$ cat src/rtl/std_mem_arb_pkg.sv
// rtl/std_mem_arb_pkg.sv - shared types and helpers for the std_mem_d1 arbiter
package std_mem_arb_pkg;

  localparam logic [1:0] ST_IDLE_ENC   = 2'd0;
  localparam logic [1:0] ST_ACCESS_ENC = 2'd1;
  localparam logic [1:0] ST_WAIT_ENC   = 2'd2;
  localparam logic [1:0] ST_RESP_ENC   = 2'd3;

  typedef enum logic [1:0] {
    IDLE   = ST_IDLE_ENC,
    ACCESS = ST_ACCESS_ENC,
    WAIT   = ST_WAIT_ENC,
    RESP   = ST_RESP_ENC
  } arb_state_t;

  // Width of a requester index; at least one bit even for degenerate counts.
  function automatic int ptr_width(input int n);
    return (n > 1) ? $clog2(n) : 1;
  endfunction

endpackage

$ cat src/rtl/std_rr_pick.sv
// rtl/std_rr_pick.sv - combinational requester picker; STD_MEM_ARB_FIXED_PRIO_EN selects fixed priority
module std_rr_pick
  import std_mem_arb_pkg::*;
#(
  parameter int N  = 4,
  parameter int PW = ptr_width(N)
) (
  input  logic [N-1:0]  req,
  input  logic [PW-1:0] ptr,
  output logic [N-1:0]  winner,
  output logic [PW-1:0] index,
  output logic          found
);

`ifdef STD_MEM_ARB_FIXED_PRIO_EN
  // The pointer has no meaning when the lowest index always wins.
  logic unused_ptr;
  assign unused_ptr = ^ptr;

  // Scan from the top down so the lowest active index is the last one written.
  always_comb begin
    winner = '0;
    index  = '0;
    found  = 1'b0;
    for (int i = N - 1; i >= 0; i--) begin
      if (req[i]) begin
        winner    = '0;
        winner[i] = 1'b1;
        index     = PW'(i);
        found     = 1'b1;
      end
    end
  end
`else
  // Visit candidates farthest-first from ptr so the nearest one after ptr wins;
  // k==N revisits ptr itself, so the previous owner is searched last.
  always_comb begin
    logic [PW-1:0] idx;
    winner = '0;
    index  = '0;
    found  = 1'b0;
    idx    = '0;
    for (int k = N; k >= 1; k--) begin
      idx = PW'((int'(ptr) + k) % N);
      if (req[idx]) begin
        winner      = '0;
        winner[idx] = 1'b1;
        index       = idx;
        found       = 1'b1;
      end
    end
  end
`endif

endmodule

$ cat src/rtl/std_mem_d1_arbiter.sv
// rtl/std_mem_d1_arbiter.sv - shares one single-port std_mem_d1 among NUM_REQ requesters; STD_MEM_ARB_FIXED_PRIO_EN selects fixed priority
module std_mem_d1_arbiter
  import std_mem_arb_pkg::*;
#(
  parameter int NUM_REQ  = 4,
  parameter int WIDTH    = 32,
  parameter int SIZE     = 16,
  parameter int IDX_SIZE = 4
) (
  input  logic                        clk,
  input  logic                        reset,
  input  logic [NUM_REQ-1:0]          req,
  input  logic [NUM_REQ-1:0]          req_we,
  input  logic [NUM_REQ*IDX_SIZE-1:0] req_addr,
  input  logic [NUM_REQ*WIDTH-1:0]    req_wdata,
  output logic [NUM_REQ-1:0]          gnt,
  output logic [NUM_REQ-1:0]          rsp_valid,
  output logic [WIDTH-1:0]            rsp_data,
  output logic [IDX_SIZE-1:0]         mem_addr0,
  output logic [WIDTH-1:0]            mem_write_data,
  output logic                        mem_write_en,
  input  logic [WIDTH-1:0]            mem_read_data,
  input  logic                        mem_done
);

  localparam int PW = ptr_width(NUM_REQ);

  // Memory depth is descriptive only; nothing in the datapath depends on it.
  logic unused_size;
  assign unused_size = (SIZE > 0);

  arb_state_t          state_q, state_d;
  logic [PW-1:0]       rr_ptr_q;
  logic [PW-1:0]       owner_q;
  logic                we_q;
  logic [IDX_SIZE-1:0] addr_q;
  logic [WIDTH-1:0]    wdata_q;
  logic [WIDTH-1:0]    rdata_q;

  logic [NUM_REQ-1:0]  win_oh;
  logic [PW-1:0]       win_idx;
  logic                win_found;
  logic                take;

  std_rr_pick #(
    .N  (NUM_REQ),
    .PW (PW)
  ) u_pick (
    .req    (req),
    .ptr    (rr_ptr_q),
    .winner (win_oh),
    .index  (win_idx),
    .found  (win_found)
  );

  // Next state and all outputs; grants are only offered in IDLE and never while reset is held.
  always_comb begin
    state_d        = state_q;
    take           = 1'b0;
    gnt            = '0;
    rsp_valid      = '0;
    mem_addr0      = '0;
    mem_write_data = '0;
    mem_write_en   = 1'b0;
    case (state_q)
      IDLE: begin
        if (win_found && reset) begin
          gnt     = win_oh;
          take    = 1'b1;
          state_d = ACCESS;
        end
      end
      ACCESS: begin
        mem_addr0 = addr_q;
        if (we_q) begin
          mem_write_en   = 1'b1;
          mem_write_data = wdata_q;
          state_d        = WAIT;
        end else begin
          state_d = RESP;
        end
      end
      WAIT: begin
        if (mem_done) begin
          rsp_valid[owner_q] = 1'b1;
          state_d            = IDLE;
        end
      end
      RESP: begin
        rsp_valid[owner_q] = 1'b1;
        state_d            = IDLE;
      end
      default: state_d = IDLE;
    endcase
  end

  // State, winner fields sampled in the grant cycle, and read data captured during ACCESS.
  always_ff @(posedge clk or negedge reset) begin
    if (!reset) begin
      state_q  <= IDLE;
      rr_ptr_q <= PW'(NUM_REQ - 1);
      owner_q  <= '0;
      we_q     <= 1'b0;
      addr_q   <= '0;
      wdata_q  <= '0;
      rdata_q  <= '0;
    end else begin
      state_q <= state_d;
      if (take) begin
        owner_q  <= win_idx;
        rr_ptr_q <= win_idx;
        we_q     <= req_we[win_idx];
        addr_q   <= req_addr[int'(win_idx) * IDX_SIZE +: IDX_SIZE];
        wdata_q  <= req_wdata[int'(win_idx) * WIDTH +: WIDTH];
      end
      if (state_q == ACCESS && !we_q) begin
        rdata_q <= mem_read_data;
      end
    end
  end

  assign rsp_data = rdata_q;

endmodule

$ cat config.mk
export PLATFORM = sky130hd
export DESIGN_NAME = std_mem_d1_arbiter
export DESIGN_NICKNAME = d
export VERILOG_FILES = /design/src/rtl/std_mem_arb_pkg.sv /design/src/rtl/std_rr_pick.sv /design/src/rtl/std_mem_d1_arbiter.sv
export SDC_FILE = /design/constraint.sdc
export NUM_CORES = 1
export LEC_CHECK = 0
export ABC_AREA = 1
export BUFFER_PORTS_ARGS = -buffer_cell sky130_fd_sc_hd__buf_2
export CORE_MARGIN = 10
export CORE_UTILIZATION = 25
export CTS_CLUSTER_SIZE = 20
export DETAILED_ROUTE_END_ITERATION = 7
export PLACE_DENSITY = 0.6
export SLEW_MARGIN = 25
export SYNTH_ARGS = -nofsm -noshare
export SYNTH_HDL_FRONTEND = slang
export SYNTH_SLANG_ARGS = --single-unit
$ cat constraint.sdc
create_clock -name clk -period 2.5 [get_ports clk]
set_input_delay 0.75 -clock clk [delete_from_list [all_inputs] [get_ports clk]]
set_output_delay 0.75 -clock clk [all_outputs]
set_load 0.02 [all_outputs]
# Yosys cells after proc, flatten, opt, wreduce, memory -nomap -nowiden
# Index checks and enable logic that the tools add are counted.
[classes]
n_shift = 2
bitwise = 0
muxes = 47
n_mul = 0
n_reduce_logical = 10
order_cmp = 11
div = 0
n_addsub = 4
eq_ne = 5
[ops]
columns = ["cell", "count"]
rows = [
  ["128-bit by 8-bit indexed part select with 32-bit output", 1],
  ["32-bit 2-to-1 mux", 2],
  ["4-bit 2-to-1 mux", 8],
  ["1-bit 2-to-1 mux", 19],
  ["2-bit by 3-bit less-than comparator with 1-bit output (second input constant)", 6],
  ["16-bit by 5-bit indexed part select with 4-bit output", 1],
  ["2-bit 2-to-1 mux", 6],
  ["1-bit binary-select mux with 2-bit select", 5],
  ["1-bit demux with 2-bit select", 5],
  ["2-bit by 1-bit greater-or-equal comparator with 1-bit output (second input constant)", 5],
  ["2-bit one-hot mux with 4 select lines", 1],
  ["4-bit one-hot mux with 2 select lines", 1],
  ["1-bit logical AND", 7],
  ["2-bit by 1-bit adder with 2-bit output (second input constant)", 2],
  ["2-bit adder (second input constant)", 2],
  ["2-bit equality test (second input constant)", 2],
  ["2-bit != test (second input constant)", 2],
  ["2-bit by 1-bit equality test with 1-bit output (second input constant)", 1],
  ["2-bit zero test", 1],
  ["2-bit AND reduction", 1],
  ["1-bit zero test", 1],
]
[totals]
inputBits = 187
latchBits = 0
ramBits = 0
mem_bits_ro = 0
out_inout_bits = 77
regBits = 75
mem_count = 0

# Longest topological paths before layout
[logic_depth]
ltp_word = 11
ltp_mapped = 16
depth_no_buf = 14

# Modules after synthesis
# From an unflattened synthesis, not the netlist that was laid out.
[hier_totals]
hier_cells = 939
hier_area_um2 = 5455.2
[by_module_without_submodules]
columns = ["module", "instances", "area_per_inst_um2", "seq_area_each_um2", "cells_per_inst"]
rows = [
  ["std_mem_d1_arbiter", 1, 4987.3, 1879.3, 850],
  ["std_rr_pick", 1, 467.9, 0.0, 89],
]

# Least setup slack after synthesis
# OpenSTA, ideal clock, no wires.
[synth_timing]
path_type = "register to output"
start = "reg rr_ptr_q[0]"
end = "out gnt[0]"
setup_slack_ns = -0.280
t_arrival_ns = 2.030
n_path_buf = 1
stages_incl_launch_ff = 11
path_cell_list = "dfstp_2 inv_2 ha_1 inv_1 nand2_2 nand2_4 nor2_2 nand4_1 nand3_2 buf_2 nor2_1"
[synth_via]
elab_chain_cells = 11
[synth_lines]
columns = ["element", "line", "rtl"]
rows = [
  ["start, declared", "std_mem_d1_arbiter.sv:33", "logic [PW-1:0] rr_ptr_q;"],
  ["start signal, assigned", "std_mem_d1_arbiter.sv:101", "rr_ptr_q <= PW'(NUM_REQ - 1);"],
  ["start signal, assigned", "std_mem_d1_arbiter.sv:111", "rr_ptr_q <= win_idx;"],
  ["2-bit by 1-bit adder with 2-bit output", "std_rr_pick.sv:44", "idx = PW'((int'(ptr) + k) % N);"],
  ["2-bit by 3-bit less-than comparator with 1-bit output (not written as such) / 2-bit by 1-bit greater-or-equal comparator with 1-bit output (equally long branches)", "std_rr_pick.sv:47", "winner[idx] = 1'b1;"],
  ["1-bit logical AND (not written as such)", "std_rr_pick.sv:47", ""],
  ["1-bit 2-to-1 mux (not written as such)", "std_rr_pick.sv:47", ""],
  ["1-bit demux with 2-bit select", "n/a", ""],
  ["4-bit 2-to-1 mux (4 in series)", "std_rr_pick.sv:45", "if (req[idx]) begin"],
  ["4-bit 2-to-1 mux (*)", "std_mem_d1_arbiter.sv:67", "if (win_found && reset) begin"],
  ["4-bit 2-to-1 mux (*)", "std_mem_d1_arbiter.sv:65", "case (state_q)"],
  ["end, declared", "std_mem_d1_arbiter.sv:16", "output logic [NUM_REQ-1:0] gnt,"],
]
# Mark *: on every way between the ends. The rest lies on a longest branch, timed or not. The select of a mux whose other input is x is not followed.

# Final worst setup path
[layout_timing]
start = "reg rr_ptr_q[0]"
end = "out gnt[2]"
# Same word-level chain as after synthesis.

==> flow_summary.json <==
{
  "outcome": "complete, but fails checks",
  "violations": "negative setup slack",
  "die-height_um": 168,
  "diodes": 0,
  "synthesis.area_um2": 5500,
  "max_cap_viol_count": 0,
  "antenna_found_initial": 0,
  "async_flop_share": 1.00,
  "cp-start-kind": "flop",
  "htreeDepth": 3,
  "report.final.slew_viol_count": 0,
  "netlist-cell-type-count": 26,
  "synthesis.nets": 1055,
  "ctsLongestPathBuffers": 2,
  "avgSynthCellArea_um2": 6.39,
  "track_usage": 0.138,
  "ctsRootBufferMaster": "clkbuf_16",
  "grt_setup_unrepaired": "yes",
  "p_per_area_nw_per_um2": 1760,
  "io_pins": 264,
  "synth_seq_cells": 75,
  "fmax_mhz": 343,
  "r2r_slack_ns": -0.01,
  "viasPerCell": 4.38,
  "routed_wl_mm": 23.4,
  "area_growth_pct": 46.5,
  "clock_sinks": 75,
  "num_vias": 6230,
  "seq_area_frac_synth": 0.342,
  "synthCells": 861,
  "grt-ovfl-total": 0,
  "slew_headroom": 0.595,
  "crit_arrival_ns": 2.16,
  "synth-edff-count": 0,
  "drive_gt1_frac": 0.352,
  "core_area_um2": 21800,
  "leakage_nw": 4.84,
  "synthFlopType": "dfrtp_1",
  "drtIter0Drc": 381,
  "fin_crit_sh": 1.17,
  "crit_path_max_fanout": 5,
  "cts_tree": "built",
  "cts_buffers": 9,
  "rows": 54,
  "finalNonFillerCells": 1422,
  "dieArea_um2": 28300,
  "gp_congestion": 0.791,
  "layout.nets": 1331,
  "drcViolationCount": 0,
  "required_ns": 1.75,
  "worst_slew_pin_slew_ns": 0.608,
  "initial_utilization": 0.253,
  "grt_pass1_wl_mm": 31.6,
  "crit_type": "reg2out",
  "hold_path.class": "reg2reg",
  "timing.final.ws_setup_ns": -0.414,
  "antenna_left": 0,
  "p_total_mw": 14.2,
  "wl_per_cell_um": 16.5,
  "clk_latency_ns": 0.35,
  "yosys_warnings": 0,
  "final_common_cell": "nand2_1",
  "finalSetupViolCount": 5,
  "period_minus_slack_ns": 2.91,
  "hpwl_mm": 15.4,
  "path_clk_slew_ns": 0.06,
  "layout_common_cells": "276 x nand2_1, 258 x buf_2, 165 x inv_1, 159 x nand3_1, 73 x dfrtp_1",
  "peakVddDrop_uv": 1330,
  "port_buffers": 263,
  "end_kind": "output pin",
  "final_util": 0.370,
  "hold_violations": 0,
  "fp.dieW_um": 168,
  "firstDrtPassIters": 5,
  "grt_pass1_vias": 5949,
  "clock-skew-final_ns": 0.00601,
  "pre_cts_slack_ns": -0.221,
  "grt_max_degree": 75,
  "dp_cells": 1380
}
[logic make-up after synthesis]
kind of cell	share of synthesized area
simple gates	0.389
buf+inv	0.173
flops	0.342
mux	0.0655
compound gates	0.0157
fa+ha+maj	0.0159
[repair_timing]
item,in CTS,in global routing
gates resized for setup,11,36
buffers inserted,3,9
pin swaps,5,11
setup endpoints to repair,42,50
hold endpoints to repair,0,0
cloned,0,14
hold buffers,0,0
[path summary, 6_finish.rpt]
check,startpoint,to,depth (start not counted)
max,rr_ptr_q[0],gnt[2],10
max reg2reg,rr_ptr_q[0],wdata_q[22],16
min reg2reg,wdata_q[24],wdata_q[24],2
min,wdata_q[24],wdata_q[24],2
min in group asynchronous,reset,rsp_data[10],2
max in group asynchronous,reset,rsp_data[11],3
[report_power, final]
part / internal (mW) / switching [mW] / total, mW
combinational: 4.28 / 6.40 / 10.7
sequential: 1.85 / 0.290 / 2.14
clock: 0.792 / 0.602 / 1.39
total: 6.92 / 7.29 / 14.2
[synth_stat cells (7+ instances only)]
| master | number | share of area |
|---|---|---|
| nand2_1 | 280 | 0.19 |
| inv_1 | 171 | 0.12 |
| nand3_1 | 161 | 0.15 |
| dfrtp_1 | 73 | 0.33 |
| nor2_1 | 51 | 0.035 |
| mux2_2 | 32 | 0.066 |
| buf_2 | 22 | 0.020 |
| buf_4 | 9 | 0.012 |
| buf_1 | 8 | 0.0055 |
| nand2_2 | 8 | 0.0091 |
| clkbuf_1 | 7 | 0.0048 |
| ha_1 | 7 | 0.016 |
[final cells by class]
cell class	instances	area (um^2)
clock buffers	9	225
well taps	280	350
clock inverters	7	82.6
inverters	175	664
repair buffers	315	2040
flip-flops and latches	75	1880
multi-input cells	561	2810
fillers	2364	13700
[metal layers]
metal  GRT usage  vias up  part of all wire
li1            -     3159                 -
met2       0.233      237              0.48
met4      0.0401        0             0.016
met1       0.161     2815              0.43
met3      0.0475       19             0.074
met5           0        -                 0
[worst max-delay path: stages, from the launching register on]
cell and delay, ns:
dfstp_2 0.57, inv_4 0.05, ha_4 0.29, inv_4 0.04, nand2_4 0.06, nand2_4 0.07
nor2_4 0.15, nand4_1 0.20, nand3_4 0.22, nor2_4 0.04, buf_6 0.13
[state kept, by name, summed over array words and instances (netlist names)]
name and count:
addr_q 4, owner_q 2, rr_ptr_q 2, rsp_data 32
state_q 2, wdata_q 32, we_q 1
[per-stage QoR]
stage | TNS, ns | hold slack [ns] | cell area (um^2)
floorplan | 0 | 0.449 | 5560
global route | -5.22 | 0.501 | 8060
CTS | -1.60 | 0.482 | 7580
finish | -1.66 | 0.477 | 8060
global placement | -4.12 | 0.462 | 7210
detailed placement | -8.24 | 0.465 | 7210
Power figures use the tool's default switching activity.
